**config.mk**
```make
export PLATFORM = sky130hd
export DESIGN_NAME = idiv_preproc_ctrl
export DESIGN_NICKNAME = d
export VERILOG_FILES = /design/src/rtl/idiv_preproc_ctrl.sv
export SDC_FILE = /design/constraint.sdc
export NUM_CORES = 1
export LEC_CHECK = 0
export CAP_MARGIN = 20
export CORE_ASPECT_RATIO = 0.9
export CORE_UTILIZATION = 45
export DETAILED_ROUTE_END_ITERATION = 8
export GPL_TIMING_DRIVEN = 0
export PLACE_DENSITY = 0.69
export SYNTH_ARGS = -nofsm -noshare
export SYNTH_HDL_FRONTEND = slang
export SYNTH_SLANG_ARGS = --single-unit
```
**constraint.sdc**
```tcl
create_clock -name clk -period 5 [get_ports clk]
set_input_delay 0.75 -clock clk [delete_from_list [all_inputs] [get_ports clk]]
set_output_delay 0.75 -clock clk [all_outputs]
set_load 0.05 [all_outputs]
```
**src/rtl/idiv_preproc_ctrl.sv**
```systemverilog
// ---------------------------------------------------------------------------------------------
// idiv_preproc_ctrl
//
// Front end of the integer divide path of the divsqrt unit.
//  - Accepts a divide/remainder request over a start/ready handshake.
//  - Sign/zero-extends *W operands, takes absolute values and left-normalises them using
//    leading-zero counts.
//  - Raises the special-case flags the postprocessor consumes (bzero, altb, as, neg_quot).
//  - Sequences the digit-recurrence datapath (iter_en/last_iter) and reports done.
//
// Ports
//  clk, reset          clock, asynchronous active-low reset
//  start / ready       operand handshake; ready is high only while idle
//  a, b                dividend, divisor (XLEN bits)
//  signed_op, rem_op   signed operation; remainder (1) or quotient (0)
//  w64                 RV64 *W operation: only the low 32 bits of a/b are meaningful
//  wzero               early-termination request from the datapath (exact remainder reached)
//  flush               kill the current operation
//  stall               downstream stall, holds the done state
//  xnorm, dnorm        |A| << m_a, |B| << m_b
//  m_a, m_b            leading-zero counts of |A|, |B| (XLEN when the operand is zero)
//  n_iter              iteration count, 0 for the special cases
//  as, neg_quot, bzero, altb, rem_q, w64_q   registered operation flags
//  iter_en, last_iter  datapath step enable and final-step marker
//  done                result ready for postprocessing
// ---------------------------------------------------------------------------------------------
module idiv_preproc_ctrl #(
  parameter int unsigned XLEN = 64,
  parameter int unsigned LOGR = 1,
  parameter int unsigned CNTW = $clog2(XLEN) + 1
) (
  input  logic            clk,
  input  logic            reset,
  input  logic            start,
  output logic            ready,
  input  logic [XLEN-1:0] a,
  input  logic [XLEN-1:0] b,
  input  logic            signed_op,
  input  logic            rem_op,
  input  logic            w64,
  input  logic            wzero,
  input  logic            flush,
  input  logic            stall,
  output logic [XLEN-1:0] xnorm,
  output logic [XLEN-1:0] dnorm,
  output logic [CNTW-1:0] m_a,
  output logic [CNTW-1:0] m_b,
  output logic [CNTW-1:0] n_iter,
  output logic            as,
  output logic            neg_quot,
  output logic            bzero,
  output logic            altb,
  output logic            rem_q,
  output logic            w64_q,
  output logic            iter_en,
  output logic            last_iter,
  output logic            done
);

  typedef enum logic [1:0] {StIdle, StPrep, StIter, StDone} state_e;

  // For *W operations the upper bits are replaced by the sign (signed) or zero (unsigned)
  // extension of bit 31. With XLEN=32 the loop is empty and the operand passes unchanged.
  function automatic logic [XLEN-1:0] op_ext(input logic [XLEN-1:0] x, input logic sgn,
                                             input logic w);
    logic [XLEN-1:0] r;
    r = x;
    if (w) begin
      for (int i = 32; i < XLEN; i++) begin
        r[i] = sgn & x[31];
      end
    end
    return r;
  endfunction

  // Leading-zero count; the highest set bit is the last one to update the result.
  function automatic logic [CNTW-1:0] lzc(input logic [XLEN-1:0] x);
    logic [CNTW-1:0] n;
    n = CNTW'(XLEN);
    for (int i = 0; i < XLEN; i++) begin
      if (x[i]) begin
        n = CNTW'(XLEN - 1 - i);
      end
    end
    return n;
  endfunction

  // ------------------------------------------------------------------------------------------
  // State
  // ------------------------------------------------------------------------------------------
  state_e          state_q, state_d;
  logic [CNTW-1:0] cnt_q, cnt_d;

  logic [XLEN-1:0] a_abs_q, b_abs_q;
  logic [XLEN-1:0] xnorm_q, dnorm_q;
  logic [CNTW-1:0] m_a_q, m_b_q, n_iter_q;
  logic            as_q, neg_quot_q, bzero_q, altb_q, rem_op_q, w64_op_q;

  logic            latch_op;
  logic            load_prep;

  // ------------------------------------------------------------------------------------------
  // Operand preparation at accept time
  // ------------------------------------------------------------------------------------------
  logic [XLEN-1:0] a_ext, b_ext;
  logic [XLEN-1:0] a_abs_c, b_abs_c;
  logic            a_neg_c, b_neg_c;

  always_comb begin
    a_ext   = op_ext(a, signed_op, w64);
    b_ext   = op_ext(b, signed_op, w64);
    a_neg_c = signed_op & a_ext[XLEN-1];
    b_neg_c = signed_op & b_ext[XLEN-1];
    // Negating the most-negative value wraps to 2^(XLEN-1), which is the correct unsigned
    // magnitude, so no overflow handling is needed.
    a_abs_c = a_neg_c ? -a_ext : a_ext;
    b_abs_c = b_neg_c ? -b_ext : b_ext;
  end

  // ------------------------------------------------------------------------------------------
  // Normalisation and iteration count, evaluated during PREP from the latched magnitudes
  // ------------------------------------------------------------------------------------------
  logic [CNTW-1:0] m_a_c, m_b_c, diff_c, n_iter_c;
  logic            bzero_c, altb_c, special_c;

  always_comb begin
    m_a_c     = lzc(a_abs_q);
    m_b_c     = lzc(b_abs_q);
    bzero_c   = (b_abs_q == '0);
    altb_c    = (m_a_c > m_b_c);
    special_c = bzero_c | altb_c;
    // Number of quotient bits to develop; at least 1 whenever altb is clear.
    diff_c    = m_b_c - m_a_c + CNTW'(1);
    if (LOGR == 2) begin
      n_iter_c = (diff_c + CNTW'(1)) >> 1;
    end else begin
      n_iter_c = diff_c;
    end
  end

  // ------------------------------------------------------------------------------------------
  // Control FSM: next state
  // ------------------------------------------------------------------------------------------
  always_comb begin
    state_d   = state_q;
    cnt_d     = cnt_q;
    latch_op  = 1'b0;
    load_prep = 1'b0;

    unique case (state_q)
      StIdle: begin
        if (start) begin
          latch_op = 1'b1;
          state_d  = StPrep;
        end
      end
      StPrep: begin
        load_prep = 1'b1;
        if (special_c) begin
          state_d = StDone;
        end else begin
          state_d = StIter;
          cnt_d   = n_iter_c;
        end
      end
      StIter: begin
        cnt_d = cnt_q - CNTW'(1);
        // wzero ends the recurrence early; this cycle's step still happens.
        if (wzero || (cnt_q == CNTW'(1))) begin
          state_d = StDone;
        end
      end
      StDone: begin
        if (!stall) begin
          state_d = StIdle;
        end
      end
      default: state_d = StIdle;
    endcase

    // Flush overrides everything; previously captured flags are left untouched.
    if (flush) begin
      state_d   = StIdle;
      latch_op  = 1'b0;
      load_prep = 1'b0;
    end
  end

  // ------------------------------------------------------------------------------------------
  // Registers
  // ------------------------------------------------------------------------------------------
  always_ff @(posedge clk or negedge reset) begin
    if (!reset) begin
      state_q    <= StIdle;
      cnt_q      <= '0;
      a_abs_q    <= '0;
      b_abs_q    <= '0;
      xnorm_q    <= '0;
      dnorm_q    <= '0;
      m_a_q      <= '0;
      m_b_q      <= '0;
      n_iter_q   <= '0;
      as_q       <= 1'b0;
      neg_quot_q <= 1'b0;
      bzero_q    <= 1'b0;
      altb_q     <= 1'b0;
      rem_op_q   <= 1'b0;
      w64_op_q   <= 1'b0;
    end else begin
      state_q <= state_d;
      cnt_q   <= cnt_d;
      if (latch_op) begin
        a_abs_q    <= a_abs_c;
        b_abs_q    <= b_abs_c;
        as_q       <= a_neg_c;
        neg_quot_q <= a_neg_c ^ b_neg_c;
        rem_op_q   <= rem_op;
        w64_op_q   <= w64;
      end
      if (load_prep) begin
        m_a_q    <= m_a_c;
        m_b_q    <= m_b_c;
        xnorm_q  <= a_abs_q << m_a_c;
        dnorm_q  <= b_abs_q << m_b_c;
        bzero_q  <= bzero_c;
        altb_q   <= altb_c;
        n_iter_q <= special_c ? '0 : n_iter_c;
      end
    end
  end

  // ------------------------------------------------------------------------------------------
  // Outputs
  // ------------------------------------------------------------------------------------------
  assign ready     = (state_q == StIdle);
  assign iter_en   = (state_q == StIter);
  assign last_iter = (state_q == StIter) && (cnt_q == CNTW'(1));
  assign done      = (state_q == StDone);

  assign xnorm    = xnorm_q;
  assign dnorm    = dnorm_q;
  assign m_a      = m_a_q;
  assign m_b      = m_b_q;
  assign n_iter   = n_iter_q;
  assign as       = as_q;
  assign neg_quot = neg_quot_q;
  assign bzero    = bzero_q;
  assign altb     = altb_q;
  assign rem_q    = rem_op_q;
  assign w64_q    = w64_op_q;

endmodule

```
-- Yosys cells after proc, flatten, opt, wreduce, memory -nomap -nowiden
Cells that the tools add are included.
W data, S select, Z words.
- flip-flop bits (word level): 292
- bits of input ports: 137
- output and inout port bits: 159
- logic and storage cells: 190
- add/sub/neg operators: 5
- order comparisons: 1
- eq/ne operators: 8
- shift operators: 2
- muxes and demuxes: 146
- bitwise gates (word level): 6
- reductions and logical operators: 7
- operators with widths (cell ; count):
    $mux W7 ; 130
    $mux W64 ; 2
    $neg A64 Y64 ; 2
    $shl A64 B7 Y64 ; 2
    $logic_not A64 Y1 ; 1
    $mux W32 ; 2
    $pmux W7 S2 ; 1
    $mux W2 ; 4
    $pmux W2 S4 ; 1
    $add A7 B1 Y7 const B ; 1
    $eq A7 B1 Y1 const B ; 1
    $gt A7 B7 Y1 ; 1
    $sub A7 B1 Y7 const B ; 1
    $sub A7 B7 Y7 ; 1
    $mux W1 ; 6
    $ne A3 B2 Y1 const B ; 2
    $and A1 B1 Y1 ; 4
    $eq A2 B2 Y1 const B ; 2
    $ne A3 B3 Y1 const B ; 1
    $reduce_and A3 Y1 ; 1
    $eq A2 B1 Y1 const B ; 1
    $logic_not A2 Y1 ; 1
    $ne A2 B2 Y1 const B ; 1
    $reduce_and A2 Y1 ; 1
    5 further kinds ; 5

-- Logic depth before layout (Yosys ltp)
- depth in word-level cells: 69
- mapped depth: 24
- depth with buffers taken out: 18

-- Worst setup path before layout
OpenSTA, ideal clock, no wires.
- path type: register -> register
- from: reg b_abs_q[52]
- to: reg cnt_q[6]
- library setup time: 0.137 ns
- arrival: 4.197 ns
- slack: 0.666 ns
- stages on the path, launching flop included: 23
- buffers on the path: 5
- period minus slack after synthesis: 4.334 ns
- cell sequence: dfrtp_1 > or4_1 > a21oi_1 > o21ai_0 > a22o_1 > buf_2 > inv_2 > clkbuf_1 > buf_1 > buf_1 > ha_1 > inv_1 > o21bai_1 > a21o_1 > a221oi_1 > a41o_1 > and2_1 > nand2_1 > o21ai_0 > clkbuf_1 > nand3_1 > o21ai_0 > a21oi_1
- longest elaborated chain between the ends: 16
- elaborated cells between the ends (all ways): 21
- ends and longest elaborated chain (what ; RTL line ; source):
    from (decl) ; 94 ; logic [XLEN-1:0] a_abs_q, b_abs_q;
    from (signal assigned) ; 214 ; b_abs_q <= b_abs_c;
    $mux W7 (12 in series) ; 81 ; if (x[i]) begin
    $sub A7 B7 Y7 / $gt A7 B7 Y1 (equally long branches) ; 133, 130 ;
    $add A7 B1 Y7 / $or A1 B1 Y1 (equally long branches) ; 133, 131 ;
    $mux W7 / $ne A2 B2 Y1 (equally long branches) ; - ;
    $pmux W7 S2 / $reduce_and A2 Y1 (equally long branches) ; - ;
    to (signal assigned) ; 211 ; cnt_q <= cnt_d;
    to (decl) ; 92 ; logic [CNTW-1:0] cnt_q, cnt_d;
Parallel ways exist; a longest one is shown, timed or not. The select of a mux whose other input is x is not followed.
A chain may end at the register's enable or synchronous reset.

-- Worst setup path after layout
- from: reg a_abs_q[58]
- to: reg cnt_q[6]
- longest elaborated chain between the ends: 10
- elaborated cells between the ends (all ways): 14
- ends and longest elaborated chain (what ; RTL line ; source):
    from (decl) ; 94 ;
    from (signal assigned) ; 213 ; a_abs_q <= a_abs_c;
    $mux W7 * (6 in series) ; 81 ;
    net m_a_c[5] ; 123 ; logic [CNTW-1:0] m_a_c, m_b_c, diff_c, n_iter_c;
    $sub A7 B7 Y7 / $gt A7 B7 Y1 (equally long branches) ; 133, 130 ;
    $add A7 B1 Y7 / $or A1 B1 Y1 (equally long branches) ; 133, 131 ;
    $mux W7 / $ne A2 B2 Y1 (equally long branches) ; - ;
    $pmux W7 S2 / $reduce_and A2 Y1 (equally long branches) ; - ;
Mark *: on every way through the listed nets, which the timed path passes. The rest lies on a longest branch. The select of a mux whose other input is x is not followed.

==> results by group <==
Logic synthesis
  • Net count after synthesis: 3538
  • Mean cell area of the mapped netlist: 7.47 um2
  • Top post-synthesis cells by area: dfrtp_1, o21ai_0, nand2_1
  • Share of the synthesized area in the top cell type: 0.290
  • Number of flops mapped to enable cells by yosys: 0
  • Yosys warns: 0
  • Post-Syn Instances: 3373
  • Seq/Total Area, Yosys: 0.290
  • Adder-cell share of the synthesized area: 0.0142
  • Synth Area in XOR/XNOR: 0.0389
  • Cell taking the most area after synthesis: dfrtp_1
  • Asr flop ratio synth: 1.00
  • Register bit count reported by yosys: 292
  • Area fraction in compound gates after synthesis: 0.322
  • Netlist cell types: 90
  • Simple-Gate Fraction of Synth Area: 0.225
  • Main combinational cell family by area after synthesis: compound AO/OA/AOI/OAI gates
  • Synth Cell Area: 25200 um2
  • Top_reg_cell synth: dfrtp_1
  • Mux cell area share after synthesis: 0.0515

Setup path
  • WS Path Type: reg -> reg
  • Crit Path Max Fanout: 10
  • Critical Path Start Type: flip-flop
  • Register-to-register setup slack: 0.09 ns
  • WP data arrival: 5.38 ns
  • Critical Path Sink Type: flip-flop
  • Critical Path RT: 5.48 ns

Timing
  • Clock Skew: 0.0373 ns
  • RSZ-0062 raised after global routing: no
  • F_max: 204 MHz
  • Final-report setup violation count: 0
  • Slew Limit Fails: 0
  • Worst-margin pin slew: 1.12 ns
  • Tcrit/Tclk final: 0.981
  • Minimum clock period: 4.91 ns
  • Hold Violations, Final: 0
  • Slew headroom: 0.256

CTS
  • CTS Root Cell: clkbuf_16
  • Clk_lat worst skew: 0.57 ns
  • Max Root-Sink Buffers: 3
  • Cts bufs inserted: 34
  • CTS tree: yes
  • H-tree levels: 2
  • CTS Hold Bufs: 0
  • Number of clock sinks: 292
  • Clk slew on worst S/H paths: 0.06 ns

Route
  • Via count: 30235
  • Via density: 6.77
  • DRT Wirelength: 123000 um
  • Routed len/inst: 27.5 um
  • Router iterations before antenna repair: 9
  • Initial drt markers: 5214
  • DRC viols: 0
  • Post-route ant nets: 0

Placed design
  • Inst Count DP: 4417
  • DP HPWL: 95900 um
  • Gp weighted congestion: 1.05
  • IO Port Bufs: 293

Cells and area
  • Net count reported at finish: 3856
  • Final Non-Filler Cells: 4464
  • Commonest non-fill, non-tap cell in the layout: o21ai_0
  • Most frequent cells in the layout: o21ai_0, nand2_1, clkdlybuf4s50_1
  • Share of layout cells above drive strength 1: 0.0683
  • Area Growth Syn to Fin: 20.6%
  • Number of diodes: 0

Floorplan
  • Die X: 251 um
  • # rows: 81
  • Core ar.: 54800 um2
  • Die ar.: 56900 um2
  • Ports: 296
  • Initial Util: 0.459
  • Die H: 226 um

Status
  • Status: complete, no violations

Global routing
  • Global Route Usage Sum: 0.420
  • Largest net degree at the start of global routing: 119
  • Initial antenna violation count: 1
  • Vias in the first global route: 27398
  • GR Overflow Total: 0
  • First-pass GRT wire length: 182000 um

Flow run
  • Maxcap violations: 0

Worst hold path
  • Hold/Removal Path Class: in -> async
## sequential cells by signal, summed over array words and instances (netlist names), 2 cells and up
signal / flops
m_a: 7
b_abs_q: 64
m_b: 7
xnorm: 64
n_iter: 7
a_abs_q: 64
dnorm: 64
state_q: 2
cnt_q: 7
## synth_stat cells, drive strengths merged (18+ instances only)
cell type    n
o21ai      460
nand2      423
dfrtp      292
nor2       277
nand3      214
clkbuf     190
a21oi      182
buf         85
inv         82
nor3        78
a211oi      70
mux2i       62
a22oi       61
xor2        61
nor4        59
xnor2       51
o211ai      48
a31oi       45
o31ai       38
and2        36
a21o        30
a221oi      30
mux2        30
a22o        29
and3        29
ha          27
o21a        26
a32oi       25
a311oi      24
nand2b      23
a211o       18
## per-stage QoR
stage	util	area (um2)	TNS [ns]	hold WS, ns	setup slack (ns)
final	0.554	30400	0	0.128	0.0945
after global routing	0.554	30400	0	0.189	0.0104
after CTS	0.553	30300	0	0.145	0.00454
after detailed placement	0.531	29100	-7.44	0.460	-0.864
after global placement	0.530	29100	-2842.69	0.454	-9.81
after floorplan	-	25200	0	0.454	0.666
## final cells by class
class,instances,area (um2)
clock inverters,16,175
flip-flops and latches,292,7310
clock buffers,46,976
plain buffers,254,1100
fillers,5366,24400
inverters,84,322
repair buffers,303,3050
well taps,747,935
multi-input cells,2722,16500
## critical path: stages (launching register included)
cell	delay, ns
dfrtp_1	0.35
clkbuf_1	0.25
nor4_1	0.39
and2_1	0.47
nand3_1	0.39
nor2_1	0.27
nand2_1	0.31
inv_1	0.34
clkbuf_1	0.50
ha_1	0.26
a21o_1	0.09
a221oi_1	0.07
a41o_1	0.23
and2_1	0.20
mux2i_1	0.36
or3_1	0.17
o21ai_0	0.07
a21oi_1	0.12
## layer usage
| metal | global-route usage | share of wire | wire (um) | up-vias |
|---|---|---|---|---|
| li1 | - | - | - | 13232 |
| met4 | 0.137 | 0.033 | 4000 | 0 |
| met3 | 0.106 | 0.13 | 16200 | 305 |
| met5 | 0 | 0 | 0 | - |
| met2 | 0.590 | 0.41 | 49800 | 2242 |
| met1 | 0.621 | 0.43 | 52900 | 14456 |
## kinds of logic after synthesis
logic type / after synthesis
flip-flops: 292
AND/OR/NAND/NOR: 1226
multiplexers: 107
XOR/XNOR: 112
AO/OA/AOI/OAI: 1249
buffers and inverters: 359
adder cells (fa/ha/maj): 28
## final timing paths
| kind | startpoint | depth (start not counted) | endpoint |
|---|---|---|---|
| max in group asynchronous | reset | 2 | b_abs_q[23] |
| min in group clk | xnorm[24] | 2 | xnorm[24] |
| min | reset | 1 | xnorm[38] |
| min reg2reg | xnorm[24] | 2 | xnorm[24] |
| max reg2reg | a_abs_q[58] | 17 | cnt_q[6] |
| max | a_abs_q[58] | 17 | cnt_q[6] |
## timing repair
action,CTS,global route
pin swaps,1,1
buffers inserted,1,5
gates resized for setup,24,32
setup endpoints to repair,16,10
endpoints found under the hold margin,0,0
Power is not shown: default switching activity piles up to over one toggle a cycle in this logic, so the estimate is an artifact.
